File: src/rtl/vga_pkg.sv
// Shared definitions for the VGA timing decoder: default 640x480@60 timing,
// decoder state encoding and the CRC-16-CCITT word update.
package vga_pkg;

    localparam int VGA_H_ACTIVE = 640;
    localparam int VGA_H_FP     = 16;
    localparam int VGA_H_SYNC   = 96;
    localparam int VGA_H_BP     = 48;
    localparam int VGA_V_ACTIVE = 480;
    localparam int VGA_V_FP     = 10;
    localparam int VGA_V_SYNC   = 2;
    localparam int VGA_V_BP     = 33;

    typedef enum logic [1:0] {
        SEARCH = 2'd0,
        SYNC   = 2'd1,
        LOCKED = 2'd2
    } state_t;

    // One 16-bit word folded into a CCITT CRC (poly 0x1021), MSB first.
    function automatic logic [15:0] crc16_step(input logic [15:0] crc_in,
                                               input logic [15:0] word);
        logic [15:0] c;
        c = crc_in;
        for (int i = 15; i >= 0; i--) begin
            if (c[15] ^ word[i]) c = {c[14:0], 1'b0} ^ 16'h1021;
            else                 c = {c[14:0], 1'b0};
        end
        return c;
    endfunction

endpackage

File: src/rtl/vga_crc16.sv
// Running CRC-16-CCITT over one 16-bit word per enabled cycle. 'clear'
// restarts from the 0xFFFF seed and folds in the word of the same cycle,
// so the first beat of a frame is included in that frame's CRC.
module vga_crc16 import vga_pkg::*; (
    input  logic        clk,
    input  logic        rst,
    input  logic        ce,
    input  logic        clear,
    input  logic [15:0] data,
    output logic [15:0] crc
);

    // Accumulate one word per enabled cycle, reseeding on clear.
    always_ff @(posedge clk) begin
        if (rst) begin
            crc <= 16'hFFFF;
        end else if (ce) begin
            crc <= crc16_step(clear ? 16'hFFFF : crc, data);
        end
    end

endmodule

File: src/rtl/vga_timing_decoder.sv
// Sink-side VGA decoder. Samples hsync/vsync/rgb on pix_ce, tracks the raster
// position, locks to the frame timing and emits visible pixel beats together
// with line/frame/blanking violation pulses.
// Optional feature: define VGA_CRC_EN to compute a CRC-16 over each clean
// frame's pixels (frame_crc); without it frame_crc is constant zero.
module vga_timing_decoder import vga_pkg::*; #(
    parameter int   H_ACTIVE = VGA_H_ACTIVE,
    parameter int   H_FP     = VGA_H_FP,
    parameter int   H_SYNC   = VGA_H_SYNC,
    parameter int   H_BP     = VGA_H_BP,
    parameter int   V_ACTIVE = VGA_V_ACTIVE,
    parameter int   V_FP     = VGA_V_FP,
    parameter int   V_SYNC   = VGA_V_SYNC,
    parameter int   V_BP     = VGA_V_BP,
    parameter logic HS_POL   = 1'b0,
    parameter logic VS_POL   = 1'b0
) (
    input  logic        clk,
    input  logic        rst,
    input  logic        pix_ce,
    input  logic        vga_hs,
    input  logic        vga_vs,
    input  logic [3:0]  vga_r,
    input  logic [3:0]  vga_g,
    input  logic [3:0]  vga_b,
    output logic        pix_valid,
    output logic [9:0]  pix_x,
    output logic [9:0]  pix_y,
    output logic [11:0] pix_rgb,
    output logic        frame_start,
    output logic        frame_done,
    output logic        locked,
    output logic        line_err,
    output logic        frame_err,
    output logic        blank_err,
    output logic [15:0] frame_cnt,
    output logic [15:0] frame_crc
);

    localparam int H_TOTAL = H_ACTIVE + H_FP + H_SYNC + H_BP;
    localparam int V_TOTAL = V_ACTIVE + V_FP + V_SYNC + V_BP;
    localparam int HW      = $clog2(H_TOTAL + 1);
    localparam int VW      = $clog2(V_TOTAL + 1);

    localparam logic [HW-1:0] H_TOT_C  = HW'(H_TOTAL);
    localparam logic [HW-1:0] H_VIS_LO = HW'(H_SYNC + H_BP);
    localparam logic [HW-1:0] H_VIS_HI = HW'(H_SYNC + H_BP + H_ACTIVE);
    localparam logic [VW-1:0] V_TOT_C  = VW'(V_TOTAL);
    localparam logic [VW-1:0] V_VIS_LO = VW'(V_SYNC + V_BP);
    localparam logic [VW-1:0] V_VIS_HI = VW'(V_SYNC + V_BP + V_ACTIVE);

    state_t        state;
    logic          hs_prev;     // previous sample had hsync asserted
    logic          vs_prev;     // previous sample had vsync asserted
    logic [HW-1:0] h_cnt;       // position of the previous sample in its line
    logic [VW-1:0] v_cnt;       // line index of the previous sample in its frame
    logic          armed;       // an hs edge has been seen since leaving SEARCH
    logic          sync_err;    // line error seen in the frame being qualified
    logic          frame_bad;   // any error seen in the current frame

    state_t        state_nx;
    logic          hs_a, vs_a, hs_edge, vs_edge;
    logic [HW-1:0] h_cur;
    logic [VW-1:0] v_cur;
    logic [HW:0]   line_len;
    logic [VW:0]   frame_len;
    logic [11:0]   rgb_in;
    logic          visible;
    logic          ln_err_c, fr_err_c, bl_err_c, beat_c, start_c, done_c;

    // Edge detection, raster position of the current sample and event decode.
    always_comb begin
        rgb_in    = {vga_r, vga_g, vga_b};
        hs_a      = (vga_hs == HS_POL);
        vs_a      = (vga_vs == VS_POL);
        hs_edge   = hs_a && !hs_prev;
        vs_edge   = vs_a && !vs_prev;
        line_len  = {1'b0, h_cnt} + 1'b1;
        frame_len = {1'b0, v_cnt} + 1'b1;

        h_cur = h_cnt;
        if (hs_edge)               h_cur = '0;
        else if (h_cnt != H_TOT_C) h_cur = h_cnt + 1'b1;

        // A coincident hs+vs sample advances the line and then restarts the frame.
        v_cur = v_cnt;
        if (hs_edge && v_cnt != V_TOT_C) v_cur = v_cnt + 1'b1;
        if (vs_edge)                     v_cur = '0;

        visible  = (h_cur >= H_VIS_LO) && (h_cur < H_VIS_HI) &&
                   (v_cur >= V_VIS_LO) && (v_cur < V_VIS_HI);
        ln_err_c = hs_edge && (state != SEARCH) && armed &&
                   (line_len != {1'b0, H_TOT_C});
        fr_err_c = vs_edge && (state == LOCKED) && (frame_len != {1'b0, V_TOT_C});
        bl_err_c = (state == LOCKED) && !visible && (rgb_in != 12'h000);
        beat_c   = (state == LOCKED) && visible;
        start_c  = beat_c && (h_cur == H_VIS_LO) && (v_cur == V_VIS_LO);
        done_c   = vs_edge && (state == LOCKED) && (frame_len == {1'b0, V_TOT_C}) &&
                   !frame_bad && !ln_err_c && !bl_err_c;

        state_nx = state;
        case (state)
            SEARCH: if (vs_edge) state_nx = SYNC;
            SYNC:   if (vs_edge && (frame_len == {1'b0, V_TOT_C}) && !sync_err && !ln_err_c)
                        state_nx = LOCKED;
            LOCKED: if (ln_err_c || fr_err_c) state_nx = SYNC;
            default: state_nx = SEARCH;
        endcase
    end

    // Decoder state, raster counters and all registered outputs except the CRC.
    always_ff @(posedge clk) begin
        if (rst) begin
            state       <= SEARCH;
            hs_prev     <= 1'b0;
            vs_prev     <= 1'b0;
            h_cnt       <= '0;
            v_cnt       <= '0;
            armed       <= 1'b0;
            sync_err    <= 1'b0;
            frame_bad   <= 1'b0;
            pix_valid   <= 1'b0;
            pix_x       <= '0;
            pix_y       <= '0;
            pix_rgb     <= '0;
            frame_start <= 1'b0;
            frame_done  <= 1'b0;
            locked      <= 1'b0;
            line_err    <= 1'b0;
            frame_err   <= 1'b0;
            blank_err   <= 1'b0;
            frame_cnt   <= '0;
        end else begin
            pix_valid   <= 1'b0;
            frame_start <= 1'b0;
            frame_done  <= 1'b0;
            line_err    <= 1'b0;
            frame_err   <= 1'b0;
            blank_err   <= 1'b0;
            if (pix_ce) begin
                state     <= state_nx;
                hs_prev   <= hs_a;
                vs_prev   <= vs_a;
                h_cnt     <= h_cur;
                v_cnt     <= v_cur;
                armed     <= (state == SEARCH) ? 1'b0 : (armed | hs_edge);
                sync_err  <= vs_edge ? 1'b0 : (sync_err | ln_err_c);
                frame_bad <= vs_edge ? 1'b0 : (frame_bad | ln_err_c | bl_err_c);
                pix_valid   <= beat_c;
                frame_start <= start_c;
                frame_done  <= done_c;
                line_err    <= ln_err_c;
                frame_err   <= fr_err_c;
                blank_err   <= bl_err_c;
                locked      <= (state_nx == LOCKED);
                if (beat_c) begin
                    pix_x   <= 10'(h_cur - H_VIS_LO);
                    pix_y   <= 10'(v_cur - V_VIS_LO);
                    pix_rgb <= rgb_in;
                end
                if (done_c) frame_cnt <= frame_cnt + 1'b1;
            end
        end
    end

`ifdef VGA_CRC_EN
    logic [15:0] crc_run;

    vga_crc16 u_crc (
        .clk   (clk),
        .rst   (rst),
        .ce    (pix_ce && beat_c),
        .clear (start_c),
        .data  ({4'h0, rgb_in}),
        .crc   (crc_run)
    );

    // Publish the running CRC when a clean locked frame closes.
    always_ff @(posedge clk) begin
        if (rst) begin
            frame_crc <= 16'h0000;
        end else if (pix_ce && done_c) begin
            frame_crc <= crc_run;
        end
    end
`else
    assign frame_crc = 16'h0000;
`endif

endmodule
File: config.mk
export PLATFORM = sky130hd
export DESIGN_NAME = vga_timing_decoder
export DESIGN_NICKNAME = d
export VERILOG_FILES = /design/src/rtl/vga_pkg.sv /design/src/rtl/vga_crc16.sv /design/src/rtl/vga_timing_decoder.sv
export SDC_FILE = /design/constraint.sdc
export NUM_CORES = 1
export LEC_CHECK = 0
export ABC_AREA = 1
export BUFFER_PORTS_ARGS = -buffer_cell sky130_fd_sc_hd__buf_4
export CAP_MARGIN = 40
export CORE_MARGIN = 2
export CORE_UTILIZATION = 56
export CTS_CLUSTER_DIAMETER = 120
export DETAILED_ROUTE_END_ITERATION = 16
export PLACE_DENSITY = 0.9
export SYNTH_ARGS = -nofsm -noshare
export SYNTH_HDL_FRONTEND = slang
export SYNTH_HIERARCHICAL = 1
export SYNTH_SLANG_ARGS = --single-unit
File: constraint.sdc
create_clock -name clk -period 3.4 [get_ports clk]
set_clock_uncertainty 0.05 [all_clocks]
set_input_delay 0.34 -clock clk [delete_from_list [all_inputs] [get_ports clk]]
set_output_delay 0.34 -clock clk [all_outputs]
set_load 0.02 [all_outputs]
* Yosys cells after proc, flatten, opt, wreduce, memory -nomap -nowiden
Cells that the tools add are included.
Widths: inputs -> output; s select.
** Storage, ports and cells
- Bits in registers :: 82
- Input bits :: 17
- Logic and storage cells :: 95
- Output and inout port bits :: 71
** Operators by class
- Reduce and logical (&&, ||, !) cells :: 37
- Bitwise logic cells :: 7
- Add/sub/neg operators :: 7
- Mux-type cells :: 11
- Equal/unequal tests :: 10
- Order comparisons :: 4
** Operators with widths (number)
- $mux 10 :: 4
- $logic_and 1x1->1 :: 23
- $add 10x1->11 const B :: 2
- $ne 11x10->1 const B :: 2
- $add 10x1->10 const B :: 2
- $lt 10x10->1 const B :: 2
- $ne 10x10->1 const B :: 2
- $add 16x1->16 const B :: 1
- $reduce_bool 12->1 :: 1
- $eq 11x10->1 const B :: 1
- $eq 10x6->1 const B :: 1
- $eq 10x8->1 const B :: 1
- $ge 10x6->1 const B :: 1
- $ge 10x8->1 const B :: 1
- $sub 10x6->10 const B :: 1
- $sub 10x8->10 const B :: 1
- $logic_not 1->1 :: 7
- $mux 2 :: 3
- $pmux 2 s3 :: 1
- $eq 2x2->1 const B :: 2
- $or 1x1->1 :: 4
- $reduce_and 2->1 :: 2
- $mux 1 :: 3
- $not 1->1 :: 3
- other kinds (5) :: 5

* Longest topological paths before layout
Gate-level depths: netlist of the first run.
- Word-level depth :: 14
- Mapped depth :: 23
- Mapped depth without buffers :: 21

* Worst setup path after synthesis of the first run
No wires, ideal clock.
- Kind :: register to register
- From :: reg v_cnt[1]
- To :: reg pix_x[3]
- Required time :: 3218 ps
- Clock period less this slack :: 2730 ps
- Buffers on the path :: 2
- Stages on the path, launching flop included :: 21
- Arrival :: 2548 ps
- Path slack :: 670 ps
- Cells stage by stage :: dfxtp_1 inv_1 ha_1 nand3_1 nor2_1 nand2_2 nand2_2 buf_6 or2_2 nand3_1 inv_1 ha_1 inv_1 nand2_2 o21ai_2 nand2_2 nand3_4 clkinv_2 buf_4 nand3_1 a21oi_1
** On the way
- Cells in the longest elaborated chain, start to end :: 9
- Elaborated cells between the ends (all ways) :: 11
- Those cells by class :: add/sub: 1; order compare: 2; eq/ne: 1; mux: 2; reduce/logical: 5
** RTL lines
- start, declared :: RTL line vga_timing_decoder.sv:56 : logic [VW-1:0] v_cnt;
- start signal, assigned :: RTL line vga_timing_decoder.sv:145 : v_cnt <= v_cur;
- branches (longest 2 deep; another with $add 10x1->10)
- $mux 10 * :: RTL line vga_timing_decoder.sv:87 : if (hs_edge && v_cnt != V_TOT_C) v_cur = v_cnt + 1'b1;
- $mux 10 * :: RTL line vga_timing_decoder.sv:88 : if (vs_edge) v_cur = '0;
- named net v_cur[1] :: RTL line vga_timing_decoder.sv:64 : logic [VW-1:0] v_cur;
- $ge 10x6->1 :: RTL line vga_timing_decoder.sv:91 : (v_cur >= V_VIS_LO) && (v_cur < V_VIS_HI);
- $logic_and 1x1->1 :: RTL line vga_timing_decoder.sv:90 : visible = (h_cur >= H_VIS_LO) && (h_cur < H_VIS_HI) &&
- $logic_and 1x1->1 * :: RTL line vga_timing_decoder.sv:91
- $logic_and 1x1->1 * :: RTL line vga_timing_decoder.sv:96 : beat_c = (state == LOCKED) && visible;
- $reduce_and 2->1 (no source line) *
- end signal, assigned :: RTL line vga_timing_decoder.sv:157 : pix_x <= 10'(h_cur - H_VIS_LO);
- end, declared :: RTL line vga_timing_decoder.sv:27 : output logic [9:0] pix_x,
Mark *: on every way through the listed nets, which the timed path passes.
A chain may end at the register's enable or synchronous reset.

* Worst setup path after layout of the first run
- From :: reg h_cnt[0]
- To :: reg frame_cnt[14]
** On the way
- Cells in the longest elaborated chain, start to end :: 13
- Elaborated cells between the ends (all ways) :: 20
- Those cells by class :: add/sub: 2; order compare: 2; eq/ne: 2; mux: 2; reduce/logical: 12
** RTL lines
- start, declared :: RTL line vga_timing_decoder.sv:55 : logic [HW-1:0] h_cnt;
- start signal, assigned :: RTL line vga_timing_decoder.sv:144 : h_cnt <= h_cur;
- $add 10x1->10 or $ne 10x10->1 (tied branches) :: RTL line vga_timing_decoder.sv:83 : else if (h_cnt != H_TOT_C) h_cur = h_cnt + 1'b1;
- $mux 10 * :: RTL line vga_timing_decoder.sv:83
- $mux 10 * :: RTL line vga_timing_decoder.sv:82 : if (hs_edge) h_cur = '0;
- named net h_cur[4] :: RTL line vga_timing_decoder.sv:63 : logic [HW-1:0] h_cur;
- $ge 10x8->1 or $lt 10x10->1 (tied branches) :: RTL line vga_timing_decoder.sv:90
- $logic_and 1x1->1 * (2 in a row) :: RTL line vga_timing_decoder.sv:90
- $logic_and 1x1->1 * :: RTL line vga_timing_decoder.sv:91
- $logic_not 1->1 * :: RTL line vga_timing_decoder.sv:95 : bl_err_c = (state == LOCKED) && !visible && (rgb_in != 12'h000);
- $logic_and 1x1->1 * (2 in a row) :: RTL line vga_timing_decoder.sv:95
- $logic_not 1->1 * :: RTL line vga_timing_decoder.sv:99 : !frame_bad && !ln_err_c && !bl_err_c;
- $logic_and 1x1->1 * :: RTL line vga_timing_decoder.sv:99
- $reduce_and 2->1 (no source line) *
- end signal, assigned :: RTL line vga_timing_decoder.sv:161 : if (done_c) frame_cnt <= frame_cnt + 1'b1;
- end, declared :: RTL line vga_timing_decoder.sv:36 : output logic [15:0] frame_cnt,
Mark *: on every way through the listed nets, which the timed path passes. The rest lies on a longest branch.

==> impl_metrics.ini, run 1 <==
[status]
status = finished, final reports clean

[clocking]
cts_tree = yes
cts_max_path_buffers = 2
clock-sinks = 82
htree_levels = 3
clk_pin_slew_ps = 90
clock_latency_ps = 360
numCtsBuffers = 9
root_buffer = clkbuf_8

[final_layout]
area_delta_synth_final_pct = 16.1
final_common_cell = nand2_1
design_area_um2 = 5700
mostFrequentLayoutCells = 161 x nand2_1, 85 x inv_1, 85 x buf_4
antenna-diode-count = 0
fin_util_pct = 66.3
nets = 827
drive_above_1_share_pct = 18.2
nFillCells = 734

[worst_setup_path]
reg2reg_slack_ps = 260
path_max_fanout = 17
worstPathArrival_ps = 3390
path_cells = ha_1, nand2_1, nor2_1, xnor2_1, nor2_1, inv_1, ha_1, nand2_1, nand2_1, nand2_1, nor2_1, a21oi_4, nand3_4, nand2_4, nand3_1, nand2_1, inv_1, nor2_1
endpoint_kind = flop
crit_path_max_incr_delay_ps = 470
cp.required_ps = 3660
crit_top_cell = nand2_1
critPathLaunchType = flop
setup.worst_path.class = flop to flop
critPathSlowestCell = dfxtp_1

[pwr]
p_leak_nw = 2.52
switchingPower_w = 0.000644
seqPwrFrac_pct = 49.9
p_comb_share_pct = 14.9
powerDensity_nw_per_um2 = 350
p_clk_share_pct = 35.3
switching_share_pct = 32.3
vdd_drop_max_uv = 209
internal_power_w = 0.00135

[grt]
grt_util_all_layers_pct = 26.6
grt_pass1_wl_mm = 21.4
grt-ovfl-total = 0
grt_pass1_vias = 4915
antenna_found_initial = 0
grt_max_degree = 48

[sta]
fin_crit_ps = 3140
finalSetupViolCount = 0
fin_crit_sh_pct = 92.2
rsz0062_at_grt = false
slew_violations = 0
hold_viol_final = 0
slew_headroom_pct = 28.1
setup_tns_ps = 0
worst_pin_slew_ps = 1070
fmax_mhz = 319

[routing]
vias_per_cell = 5.61
via_count = 5130
dr.pass1.iters = 5
remaining_drc_errors = 0
drt-initial-drc-count = 395
wire_per_inst_um = 14.3
drt_wl_total_mm = 13.0
ant_nets = 0

[place]
gp_congestion = 0.927
placedInstanceArea_um2 = 5420
place_hpwl_mm = 9.16
portBuffers = 71

[flow_run]
maxCapViolations = 0

[synth]
synth-edff-count = 0
synth_cell_types = 41
synth_flop_cell = dfxtp_1
yosys_warnings = 6
postSynth.asyncResetShare_pct = 0
syn_area_um2 = 4910
ys_ff_latch = 82
yosysSeqAreaShare_pct = 33.5
synth_cells = 735
avgSynthCellArea_um2 = 6.68

[worst_hold_path]
min_path_type = primary input to flop

[die]
start_util_pct = 57.1
core_area_um2 = 8590
die_h_um = 97.6
rows = 34
ios = 88
die_width_um = 97.6
die-area_um2 = 9530
## worst paths after layout
check	to	start	depth (start not counted)
worst max-delay path	frame_cnt[14]	h_cnt[0]	18
worst min-delay path	hs_prev	vga_hs	2
worst max register to register	frame_cnt[14]	h_cnt[0]	18
worst min register to register	pix_rgb[4]	pix_rgb[4]	2
## flip-flops by register name (all words and copies together), names as in the netlist
signal       count
sync_err         1
frame_bad        1
pix_x           10
armed            1
v_cnt           10
state            2
blank_err        1
frame_done       1
locked           1
line_err         1
frame_err        1
frame_start      1
pix_rgb         12
h_cnt           10
vs_prev          1
frame_cnt       16
pix_valid        1
hs_prev          1
pix_y           10
## Yosys cell counts, types with 6 or more instances
cell type  number  area share [%]
a21oi_1        61             6.2
buf_4          22             3.4
clkbuf_1       17             1.3
dfxtp_1        82              33
ha_1            9             2.3
inv_1          85             6.5
inv_2           8            0.61
nand2_1       161              12
nand2_2         9             1.1
nand3_1        83             8.5
nand3_2         6             1.2
nand4_1        28             3.6
nor2_1         69             5.3
nor3_1         12             1.2
nor4_1          6            0.76
o21ai_0        26             2.7
xor2_1          9             1.6
## cell type report
cell class,instances,area (um2),share of cell area (%)
Timing Repair Buffer,85,638,11.2
Inverter,95,364,6.39
Sequential cell,82,1640,28.8
Multi-Input combinational cell,528,2720,47.8
Clock inverter,7,72.6,1.27
Clock buffer,9,124,2.17
Tap cell,108,135,2.37
## power groups by stage
| stage | sequential [W] | combinational, W | clock (W) |
|---|---|---|---|
| final | 0.000996 | 0.000297 | 0.000704 |
| after global routing | 0.000998 | 0.000330 | 0.000756 |
| after CTS | 0.000995 | 0.000284 | 0.000705 |
| after detailed placement | 0.00102 | 0.000282 | 0 |
| after global placement | 0.00102 | 0.000274 | 0 |
| after floorplan | 0.00101 | 0.000231 | 0 |
## worst max-delay path: cells and delay by family (launching register included)
kind	cells	cell delay [ps]
AO/OA/AOI/OAI	1	270
AND/OR/NAND/NOR	12	1530
flip-flops	1	470
buffers and inverters	2	160
XOR/XNOR	1	120
adder cells (fa/ha/maj)	2	460
## cell families (layout without fill, tap and decap cells)
| family | Yosys count | after routing | synth area share (%) |
|---|---|---|---|
| simple gates | 393 | 396 | 38.3 |
| compound gates | 95 | 95 | 10.4 |
| flops | 82 | 82 | 33.5 |
| other cells | 1 | 16 | 0.0764 |
| buf+inv | 143 | 196 | 13.4 |
| xor+xnor | 12 | 12 | 2.14 |
| fa+ha+maj | 9 | 9 | 2.29 |
## timing repair
action | CTS | global route
hold buffers | 0 | 0
setup endpoints to repair | 0 | 51
setup buffers | 0 | 4
hold endpoints to repair | 0 | 0
resized for setup | 0 | 6
## metal layers
metal / GRT usage [%] / part of all wire [%]
met1: 31.8 / 41
met2: 45.6 / 50
met3: 3.96 / 6.2
met4: 14.9 / 2.8
met5: 0 / 0
## stage by stage
stage,total power [W],instances,hold WS (ps),setup WS [ps]
after floorplan,0.00124,750,384,670
after global placement,0.00129,891,403,312
after detailed placement,0.00130,891,406,118
after CTS,0.00198,907,106,98.9
after global routing,0.00208,914,104,0.552
final,0.00200,914,110,265
Power figures use the tool's default switching activity.
==> run 2, diff against run 1 <==
--- a/config.mk
+++ b/config.mk
@@ -9,10 +9,11 @@
 export BUFFER_PORTS_ARGS = -buffer_cell sky130_fd_sc_hd__buf_4
 export CAP_MARGIN = 40
 export CORE_MARGIN = 2
-export CORE_UTILIZATION = 56
+export CORE_UTILIZATION = 51
 export CTS_CLUSTER_DIAMETER = 120
 export DETAILED_ROUTE_END_ITERATION = 16
-export PLACE_DENSITY = 0.9
+export PLACE_DENSITY = 0.87
+export SLEW_MARGIN = 25
 export SYNTH_ARGS = -nofsm -noshare
 export SYNTH_HDL_FRONTEND = slang
 export SYNTH_HIERARCHICAL = 1
==> constraint.sdc (replaced) <==
create_clock -name clk -period 2.6 [get_ports clk]
set_clock_uncertainty 0.05 [all_clocks]
set_input_delay 0.26 -clock clk [delete_from_list [all_inputs] [get_ports clk]]
set_output_delay 0.26 -clock clk [all_outputs]
set_load 0.02 [all_outputs]
==> run 2 against run 1 <==
  * The flow now finishes with violations (negative setup slack)
  * Critical endpoint is now frame_cnt[7]
  * Via count rose by 5.7%
  * Combinational power rose by 73%
  * Critical path depth fell by 1
  * Utilization rose by 4.6 points
==> impl_metrics.ini, run 2 (synthesis results as in run 1) <==
[final_layout]
final_common_cell = nand2_1
drive_above_1_share_pct = 31.2
largest_register_ffs = 16
mostFrequentLayoutCells = 152 x nand2_1, 140 x buf_4, 80 x inv_1
top_register = frame_cnt
largestRegisters = frame_cnt x16, pix_rgb x12
area_delta_synth_final_pct = 34.1
antenna-diode-count = 0
nets = 890

[pwr]
p_leak_nw = 2.90
vdd_drop_max_uv = 247
powerDensity_nw_per_um2 = 436

[sta]
setup_ws_ps = -56.8
slew_violations = 0
fin_crit_ps = 2660
slew_headroom_pct = 60.3
fmax_mhz = 376
setup_tns_ps = -409
fin_crit_sh_pct = 102
whs_ps = 39.3
worst_pin_slew_ps = 590
hold_viol_final = 0
finalSetupViolCount = 17
rsz0062_at_grt = true

[die]
start_util_pct = 52.9
ios = 88
rows = 35
die_h_um = 102
die_width_um = 102
core_area_um2 = 9280
die-area_um2 = 10400

[status]
status = finished, violations left
violations = negative setup slack

[worst_setup_path]
critPathTopFamily = simple AND/OR/NAND/NOR gates
r2r_cells = 17
critPathSlowestCell = dfxtp_4
path_cells = buf_6, nand3_2, nor2_2, xor2_1, nand2_1, ha_2, nand2_2, nand2_2, nand2_2, nor2_2, a21oi_4, nand3_4, nand2_8, buf_16, nand4_1, nand2_1, nor2_1
endpoint_kind = flop
worstPathArrival_ps = 2870
path_max_fanout = 10
crit_top_cell = nand2_2
cp.depth = 17
cp.required_ps = 2810
cp_num_buf_inv = 2
crit_path_max_incr_delay_ps = 380
setup.worst_path.class = flop to flop
critPathLaunchType = flop

[routing]
drt_wl_total_mm = 14.9
ant_nets = 0
via_count = 5422
dr.pass1.iters = 5
vias_per_cell = 5.43
remaining_drc_errors = 0
wire_per_inst_um = 14.9
drt-initial-drc-count = 446

[place]
portBuffers = 71
gp_congestion = 0.961
place_hpwl_mm = 9.81

[grt]
grt-ovfl-total = 0
grt_pass1_wl_mm = 22.3
antenna_found_initial = 1
grt_pass1_vias = 4835
grt_util_all_layers_pct = 26.6
grt_max_degree = 42

[clocking]
clock-sinks = 82
numCtsBuffers = 9
cts_max_path_buffers = 2
root_buffer = clkbuf_8
cts_tree = yes
postCtsHoldBufs = 0
htree_levels = 3
clk_pin_slew_ps = 90
clock_latency_ps = 360

[worst_hold_path]
min_path_type = primary input to flop
whs_path_depth = 2

[flow_run]
maxCapViolations = 0
-- run 2: timing repair --
action                     4_1_cts  5_1_grt
gates cloned                     1        1
buffers inserted                 7        8
setup endpoints to repair       48       56
resized for setup               14       69
pin swaps                        8       43
-- run 2: worst paths after layout --
check,slack (ps),endpoint,startpoint
min reg2reg,420,pix_x[9],pix_x[9]
max,-60,frame_cnt[7],h_cnt[0]
max reg2reg,-60,frame_cnt[7],h_cnt[0]
min,40,hs_prev,vga_hs
-- run 2: worst register-to-register path, stage by stage (launching register included) --
cell and delay [ps]:
dfxtp_4 380, buf_6 110, nand3_2 70, nor2_2 120
xor2_1 260, nand2_1 150, ha_2 220, nand2_2 100
nand2_2 60, nand2_2 80, nor2_2 60, a21oi_4 220
nand3_4 160, nand2_8 140, buf_16 140, nand4_1 100
nand2_1 110, nor2_1 40
-- run 2: per-layer routing --
| layer | global-route usage, % | vias up | share of wire [%] |
|---|---|---|---|
| met1 | 32.9 | 2474 | 41 |
| met5 | 0 | - | 0.080 |
| li1 | - | 2618 | - |
| met4 | 9.74 | 2 | 3.6 |
| met2 | 46.8 | 272 | 49 |
| met3 | 4.24 | 56 | 6.5 |
-- run 2: power breakdown --
part	switching, W	internal (W)	total, W
combinational	0.000319	0.000196	0.000514
clock	0.000512	0.000549	0.00106
sequential	0.0000201	0.00128	0.00130
total	0.000850	0.00202	0.00287
-- run 2: area by class of cell --
class | count | area (um2)
Multi-Input combinational cell | 525 | 2940
Fill cell | 694 | 2700
Sequential cell | 82 | 1660
Timing Repair Buffer | 151 | 1230
Inverter | 95 | 362
Tap cell | 129 | 161
Clock buffer | 9 | 124
Clock inverter | 7 | 101
-- run 2: through the flow --
step | power (W) | setup slack, ps | utilization (%) | cell area, um2 | instances
floorplan | 0.00163 | 0.733 | - | 4980 | 750
finish | 0.00287 | -56.8 | 70.9 | 6580 | 998
global placement | 0.00176 | -7.50 | 63.5 | 5890 | 965
detailed placement | 0.00177 | -87.8 | 63.5 | 5890 | 965
global route | 0.00297 | -232 | 70.9 | 6580 | 998
CTS | 0.00282 | 1.47 | 67.2 | 6240 | 989
==> run 3, diff against run 2 <==
--- a/config.mk
+++ b/config.mk
@@ -8,8 +8,10 @@
 export ABC_AREA = 1
 export BUFFER_PORTS_ARGS = -buffer_cell sky130_fd_sc_hd__buf_4
 export CAP_MARGIN = 40
+export CELL_PAD_IN_SITES_DETAIL_PLACEMENT = 0
+export CELL_PAD_IN_SITES_GLOBAL_PLACEMENT = 1
 export CORE_MARGIN = 2
-export CORE_UTILIZATION = 51
+export CORE_UTILIZATION = 36
 export CTS_CLUSTER_DIAMETER = 120
 export DETAILED_ROUTE_END_ITERATION = 16
 export PLACE_DENSITY = 0.87
==> run 3 against run 2 <==
  * The flow still finishes with violations (negative setup slack)
  * First-iteration DRC count shrank 30%
  * Sequential power about the same
  * Sequential share of layout area down 2.0 points
  * Cell area grew 8.1%
  * Critical path type unchanged
  * Highest routed layer is now met4
==> impl_metrics.ini, run 3 (synthesis results as in run 1) <==
[worst_setup_path]
critPathSlowestCell = dfxtp_2
r2r_cells = 21
reg2reg_from = v_cnt[1]
critPathLaunchType = flop
cp-startpoint = v_cnt[1]
path_max_fanout = 4
endpoint_kind = flop
path_cells = inv_2, ha_4, nand3_2, nor2_2, nand2_2, nand2_2, or2_4, nand3_4, inv_2, ha_4, inv_2, nand2_4, o21ai_2, nand2_2, nand3_4, nand2_8, buf_12, buf_4, nand3_1, nand2_1, a21oi_1
worstPathArrival_ps = 2840
endpoint = frame_cnt[5]
cp.required_ps = 2830
setup.worst_path.class = flop to flop
timing.rr.end = frame_cnt[5]
reg2reg_slack_ps = -10
crit_path_max_incr_delay_ps = 350

[final_layout]
nets = 933
final_common_cell = buf_4
largest_register_ffs = 16
antenna-diode-count = 0
design_area_um2 = 7120
top_register = frame_cnt
largestRegisters = frame_cnt x16, pix_rgb x12
drive_above_1_share_pct = 34.8
final_cells = 1088
area_delta_synth_final_pct = 45.0
mostFrequentLayoutCells = 177 x buf_4, 150 x nand2_1, 80 x inv_1

[clocking]
clock-sinks = 82
numCtsBuffers = 9
clk_pin_slew_ps = 70
htree_levels = 3
cts_max_path_buffers = 2
clock_latency_ps = 350
cts_tree = yes
root_buffer = clkbuf_16
postCtsHoldBufs = 0

[die]
ios = 88
die-area_um2 = 14600
die_h_um = 121
rows = 42
die_width_um = 121
core_area_um2 = 13300
start_util_pct = 36.9

[place]
portBuffers = 71
gp_congestion = 0.898
place_hpwl_mm = 10.2
placedInstanceArea_um2 = 6100
placed_cells = 1034
dp_slack_ps = -96.8

[routing]
vias_per_cell = 4.94
via_count = 5371
drt_wl_total_mm = 14.8
ant_nets = 0
drt-initial-drc-count = 312
wire_per_inst_um = 13.6
dr.pass1.iters = 6
remaining_drc_errors = 0

[pwr]
powerDensity_nw_per_um2 = 457
switchingPower_w = 0.000947
p_comb_share_pct = 18.9
p_clk_share_pct = 41.2
vdd_drop_max_uv = 340
switching_share_pct = 29.1
p_leak_nw = 3.18
internal_power_w = 0.00230
seqPwrFrac_pct = 39.9

[sta]
fin_crit_sh_pct = 100
slew_headroom_pct = 59.6
setup_ws_ps = -12.3
fin_crit_ps = 2610
finalSetupViolCount = 5
fmax_mhz = 383
hold_viol_final = 0
slew_violations = 0
setup_tns_ps = -40.3
whs_ps = 41.9
worst_pin_slew_ps = 601
rsz0062_at_grt = true

[grt]
grt_max_degree = 42
grt_util_all_layers_pct = 19.9
grt_pass1_vias = 4958
grt_pass1_wl_mm = 23.6
grt-ovfl-total = 0
antenna_found_initial = 0

[flow_run]
maxCapViolations = 0

[worst_hold_path]
min_path_type = primary input to flop
whs_path_depth = 2

[status]
violations = negative setup slack
status = finished, violations left
run 3: metal layers:
layer / GRT usage (%) / routed length [um]
met1: 25.7 / 6510
met2: 33.3 / 7290
met3: 3.35 / 654
met4: 7.49 / 387
met5: 0 / 0
run 3: through the flow:
stage	util, %	total power (W)
6_report	53.5	0.00325
5_1_grt	53.5	0.00339
4_1_cts	50.3	0.00318
3_5_place_dp	45.9	0.00180
3_3_place_gp	45.9	0.00180
2_1_floorplan	-	0.00163
run 3: power by group through the flow:
| stage | Sequential, W | Combinational (W) | Clock, W |
|---|---|---|---|
| after global placement | 0.00132 | 0.000477 | 0 |
| after CTS | 0.00129 | 0.000522 | 0.00137 |
| final | 0.00130 | 0.000615 | 0.00134 |
| after global routing | 0.00130 | 0.000668 | 0.00142 |
| after floorplan | 0.00132 | 0.000305 | 0 |
| after detailed placement | 0.00132 | 0.000479 | 0 |
run 3: how the worst min path moves through the flow:
| stage | from | end | slack, ps |
|---|---|---|---|
| after floorplan | vga_hs | hs_prev | 300 |
| after global placement | pix_x[1] | pix_x[1] | 400 |
| after detailed placement | pix_rgb[6] | pix_rgb[6] | 400 |
| after CTS | vga_hs | hs_prev | 40 |
| after global routing | vga_hs | hs_prev | 50 |
| final | vga_hs | hs_prev | 40 |
run 3: timing repair:
item,4_1_cts,5_1_grt
setup endpoints to repair,46,54
gates resized for setup,18,79
buffers inserted,22,15
gates cloned,2,2
pin swaps,20,58
endpoints found under the hold margin,0,0
run 3: area by class of cell:
type | count | area, um2
Timing Repair inverter | 1 | 8.76
Fill cell | 1289 | 6180
Timing Repair Buffer | 193 | 1570
Clock inverter | 7 | 81.3
Clock buffer | 9 | 225
Multi-Input combinational cell | 525 | 2990
Sequential cell | 82 | 1650
Inverter | 95 | 372
Tap cell | 176 | 220
run 3: critical path: cells and delay by family, from the launching register on:
family          cells  cell delay (ps)
compound gates      2              280
fa+ha+maj           2              300
buf+inv             5              470
flops               1              350
simple gates       12             1090
